## config.mk

```make
export PLATFORM = sky130hd
export DESIGN_NAME = fp_decode_seq
export DESIGN_NICKNAME = d
export VERILOG_FILES = /design/src/rtl/fp_decode_seq.sv
export SDC_FILE = /design/constraint.sdc
export NUM_CORES = 1
export LEC_CHECK = 0
export BUFFER_PORTS_ARGS = -buffer_cell sky130_fd_sc_hd__clkbuf_2
export CAP_MARGIN = 20
export CORE_ASPECT_RATIO = 0.6
export CORE_MARGIN = 1
export CORE_UTILIZATION = 55
export DETAILED_ROUTE_END_ITERATION = 10
export HOLD_SLACK_MARGIN = 0.08
export PLACE_DENSITY = 0.75
export REMOVE_ABC_BUFFERS = 1
export SLEW_MARGIN = 20
export SYNTH_ARGS = -nofsm -noshare
export SYNTH_HDL_FRONTEND = slang
export SYNTH_SLANG_ARGS = --single-unit
export TNS_END_PERCENT = 100
```

## constraint.sdc

```tcl
create_clock -name clk -period 2.37 [get_ports clk]
set_clock_uncertainty 0.2 [all_clocks]
set_input_delay 0.474 -clock clk [delete_from_list [all_inputs] [get_ports clk]]
set_output_delay 0.474 -clock clk [all_outputs]
set_load 0.005 [all_outputs]
```

## src/rtl/fp_decode_seq.sv

```systemverilog
// Serial decoder from the 8-bit float (S, E, F) to a two's-complement value (-1)^S * F * 2^E.
// One word in flight; the significand is shifted left one bit per cycle, E times.
module fp_decode_seq #(
    parameter int EXP_W = 3,
    parameter int SIG_W = 4,
    // OUT_W must be at least SIG_W + 2**EXP_W so the shifted magnitude plus sign always fits
    parameter int OUT_W = 12
) (
    input  logic                     clk,
    input  logic                     rst,
    input  logic [EXP_W+SIG_W:0]     in_fp,
    input  logic                     in_valid,
    output logic                     in_ready,
    output logic [OUT_W-1:0]         out_tc,
    output logic                     out_valid,
    input  logic                     out_ready
);

    localparam int MAG_W = OUT_W - 1;

    // Handshake: a word moves on any rising edge where valid && ready are both high.
    // in_ready is high only in IDLE and out_valid only in OUT, so the two never overlap.
    typedef enum logic [1:0] {
        IDLE  = 2'd0,
        SHIFT = 2'd1,
        CONV  = 2'd2,
        OUT   = 2'd3
    } state_t;

    state_t             state;
    logic               sign;
    logic [EXP_W-1:0]   cnt;
    logic [MAG_W-1:0]   mag;

    logic [OUT_W-1:0]   mag_ext;
    logic [OUT_W-1:0]   mag_neg;

    // Negative zero wraps to zero here, so no special case is needed.
    assign mag_ext = {1'b0, mag};
    assign mag_neg = ~mag_ext + OUT_W'(1);

    always_ff @(posedge clk) begin
        if (rst) begin
            state     <= IDLE;
            in_ready  <= 1'b1;
            out_valid <= 1'b0;
            out_tc    <= '0;
            sign      <= 1'b0;
            cnt       <= '0;
            mag       <= '0;
        end else begin
            case (state)
                IDLE: begin
                    if (in_valid && in_ready) begin
                        sign     <= in_fp[EXP_W+SIG_W];
                        cnt      <= in_fp[SIG_W +: EXP_W];
                        mag      <= {{(MAG_W-SIG_W){1'b0}}, in_fp[SIG_W-1:0]};
                        in_ready <= 1'b0;
                        state    <= SHIFT;
                    end
                end
                SHIFT: begin
                    if (cnt != '0) begin
                        mag <= mag << 1;
                        cnt <= cnt - EXP_W'(1);
                    end else begin
                        state <= CONV;
                    end
                end
                CONV: begin
                    out_tc    <= sign ? mag_neg : mag_ext;
                    out_valid <= 1'b1;
                    state     <= OUT;
                end
                OUT: begin
                    if (out_ready) begin
                        out_valid <= 1'b0;
                        in_ready  <= 1'b1;
                        state     <= IDLE;
                    end
                end
                default: begin
                    state <= IDLE;
                end
            endcase
        end
    end

endmodule

```

==> metrics.txt <==
worst-margin pin slew=594.5 ps; endpoints failing hold=0; Reg clk slew, reported paths=60 ps; Total Power=2.332 mW; Max H-tree Level=2; top-count cell post-synth=nor2_1; crit share post-route=0.8708; nets@finish=221; antenna viol nets, final=0; cells along the critical path=inv_1 -> ha_1 -> a21boi_1 -> a211oi_2 -> buf_4 -> mux2i_1 -> nor2_1; Post-CTS Setup Inserts=0; post-synth top area share=0.3958; min-delay worst type=in2reg; register area share after synthesis=0.3958; cts bufs inserted=5; Worst R2R Setup Slack=310 ps; DR iter-0 viols=53; DIE AREA=3075 µm²; routed vias=1,278; Area Growth Syn to Fin=15.88%; number of diodes=0; Placed Area=1717 µm²; largest net degree at the start of global routing=32; final setup violating endpoints=0; slowest CP cell=dfxtp_1; hold depth=3; vias in the first global route=1,158; Max transition margin=0.6037; Filler cells=210; critical path type=reg2reg; cell taking the most area after synthesis=dfxtp_1; initial core utilization=0.6007; Routed wire per std cell=12.82 µm; Core Region=2610 µm²; Total Wirelength=2999 µm; hold path start=in_fp[7]; RSZ-0062 raised after global routing=no; outcome=finished clean; post-synth cell types=37; share of cells above drive strength 1=0.1980; Final min period=2064 ps; DP HPWL=2242 µm; CTS Sinks=31; synth warn=0; Syn Area/Cell=8.908 µm²; number of synthesized flops with an enable pin=0; worst r2r path cells=7; DRC=0; Max-Cap Viols=0; Max rail drop VDD=0.6863 mV; first-pass GRT wire length=5223 µm; Post-synth ARST share=0; clk_lat worst skew=280 ps; xor and xnor fraction of the mapped netlist area=0.03911; Routability Congestion=0.8414; gr usage total=0.2266; Hold EP=sign$_SDFFE_PP0P_; LEAKAGE=0.7607 nW; Synth Instances=176; CTS root buffer=clkbuf_8; io pins=26; WP data arrival=2000 ps; mapped cell area=1568 µm²; die height=43.36 µm; fin area=1817 µm²; largest family of logic cells by synthesized area=compound AO/OA/AOI/OAI gates; post-synthesis mux area share=0.1085; FF+latch count, synth=31; Crit Path Max Fanout=19; drt first pass iters=4; worst reg2reg startpoint=state[0]$_SDFFE_PP0P_; ys flop type=dfxtp_1; Top delay family on crit path=flip-flops; Max Slew Vio Count=0; Adder-Cell Fraction of Synth Area=0.06385; hold_buf cts=0; CTS resizes=0; Via density=5.462; Buffers on Ports=25; Area contributors post-synth=dfxtp_1 (40%), mux2i_1 (11%), nor2_1 (7.9%); Clock Tree Buf Depth=2; DIE WIDTH=70.93 µm; Synth top cells by count=nor2_1 (33), dfxtp_1 (31), mux2i_1 (17), a211oi_1 (14), inv_1 (11); register area=620.6 µm²; buffers and inverters on the worst path=2; fmax=0.4846 GHz; worst r2r dst=mag[10]$_SDFFE_PP0P_; std cell rows=14; critical path capture point type=flip-flop; Data required, critical path=2310 ps; Synth Area in Compound Gates=0.1684; Synth Area in Simple Gates=0.1676; area of the multi-input gates=863.3 µm²; max incr delay on CP=380 ps; grt ovf=0; CP Launch Type=flip-flop; antenna violations before repair=0; CTS tree=done; Power per Cell Area=1284 nW/µm²
-- cells in the final DEF (no fill, tap or decap), types with 2 or more instances in the layout --
cell type	instances
xnor2_1	4
clkbuf_2	25
a31oi_1	2
nor2_1	33
a211oi_1	13
and2_1	7
nand2b_1	2
inv_1	11
nor2b_1	2
xor2_1	3
a311oi_1	2
nand2_1	2
a21oi_1	7
or3_1	2
dfxtp_1	31
mux2i_1	17
buf_4	3
o21ai_1	3
clkbuf_8	7
ha_1	8
-- flip-flops by register name (all words and copies together) (netlist names) --
register and flops:
in_ready 1, mag 11, state 2, cnt 3, sign 1, out_valid 1
out_tc 12
-- worst max path at each step --
stage | from | to | cells after the start
final | state[0]$_SDFFE_PP0P_ | mag[10]$_SDFFE_PP0P_ | 7
after global routing | state[0]$_SDFFE_PP0P_ | state[0]$_SDFFE_PP0P_ | 6
after CTS | state[0]$_SDFFE_PP0P_ | mag[10]$_SDFFE_PP0P_ | 7
after detailed placement | state[0]$_SDFFE_PP0P_ | mag[10]$_SDFFE_PP0P_ | 7
after global placement | state[0]$_SDFFE_PP0P_ | mag[7]$_SDFFE_PP0P_ | 7
after floorplan | state[1]$_SDFFE_PP0P_ | cnt[1]$_SDFFE_PP0P_ | 6
-- logic make-up after synthesis --
family | after synthesis
xor gates and xnor gates | 7
AOI/OAI and AO/OA | 37
buffers and inverters | 22
muxes | 17
adders and majority gates | 8
DFF | 31
and+or+nand+nor | 54
-- where the power goes --
part / internal (mW) / switching [mW]
clock network: 0.265 / 0.188
registers: 0.671 / 0.138
logic: 0.490 / 0.580
total: 1.43 / 0.906
-- metrics by stage --
stage / setup slack (ps) / util / instances / TNS, ps / hold WS (ps)
3_5_place_dp: 320.2 / 0.6577 / 226 / 0 / 260.4
3_3_place_gp: 463.8 / 0.6577 / 226 / 0 / 257.9
6_report: 306.3 / 0.6961 / 234 / 0 / 247.6
4_1_cts: 300.6 / 0.6961 / 234 / 0 / 232.3
5_1_grt: 185.7 / 0.6961 / 234 / 0 / 262.3
2_1_floorplan: -768.8 / - / 166 / -10440 / 247.3
-- layout make-up --
| cell class | instances | area share |
|---|---|---|
| Tap cell | 32 | 0.02204 |
| Multi-Input combinational cell | 123 | 0.4752 |
| Timing Repair Buffer | 28 | 0.08127 |
| Sequential cell | 31 | 0.3416 |
| Clock buffer | 8 | 0.05510 |
| Inverter | 12 | 0.02479 |
-- worst register-to-register path, stage by stage, from the launching register on --
cell	delay [ps]
dfxtp_1	380
inv_1	90
ha_1	270
a21boi_1	170
a211oi_2	200
buf_4	290
mux2i_1	260
nor2_1	70
-- routing by layer --
layer | global-route usage | wire length, µm | vias to the layer above
met5 | 0 | 0 | -
met1 | 0.2972 | 1507 | 579
met2 | 0.3423 | 1294 | 29
met3 | 0.06512 | 122 | 9
met4 | 0.1280 | 75 | 0
li1 | - | - | 661
Power figures use the tool's default switching activity.
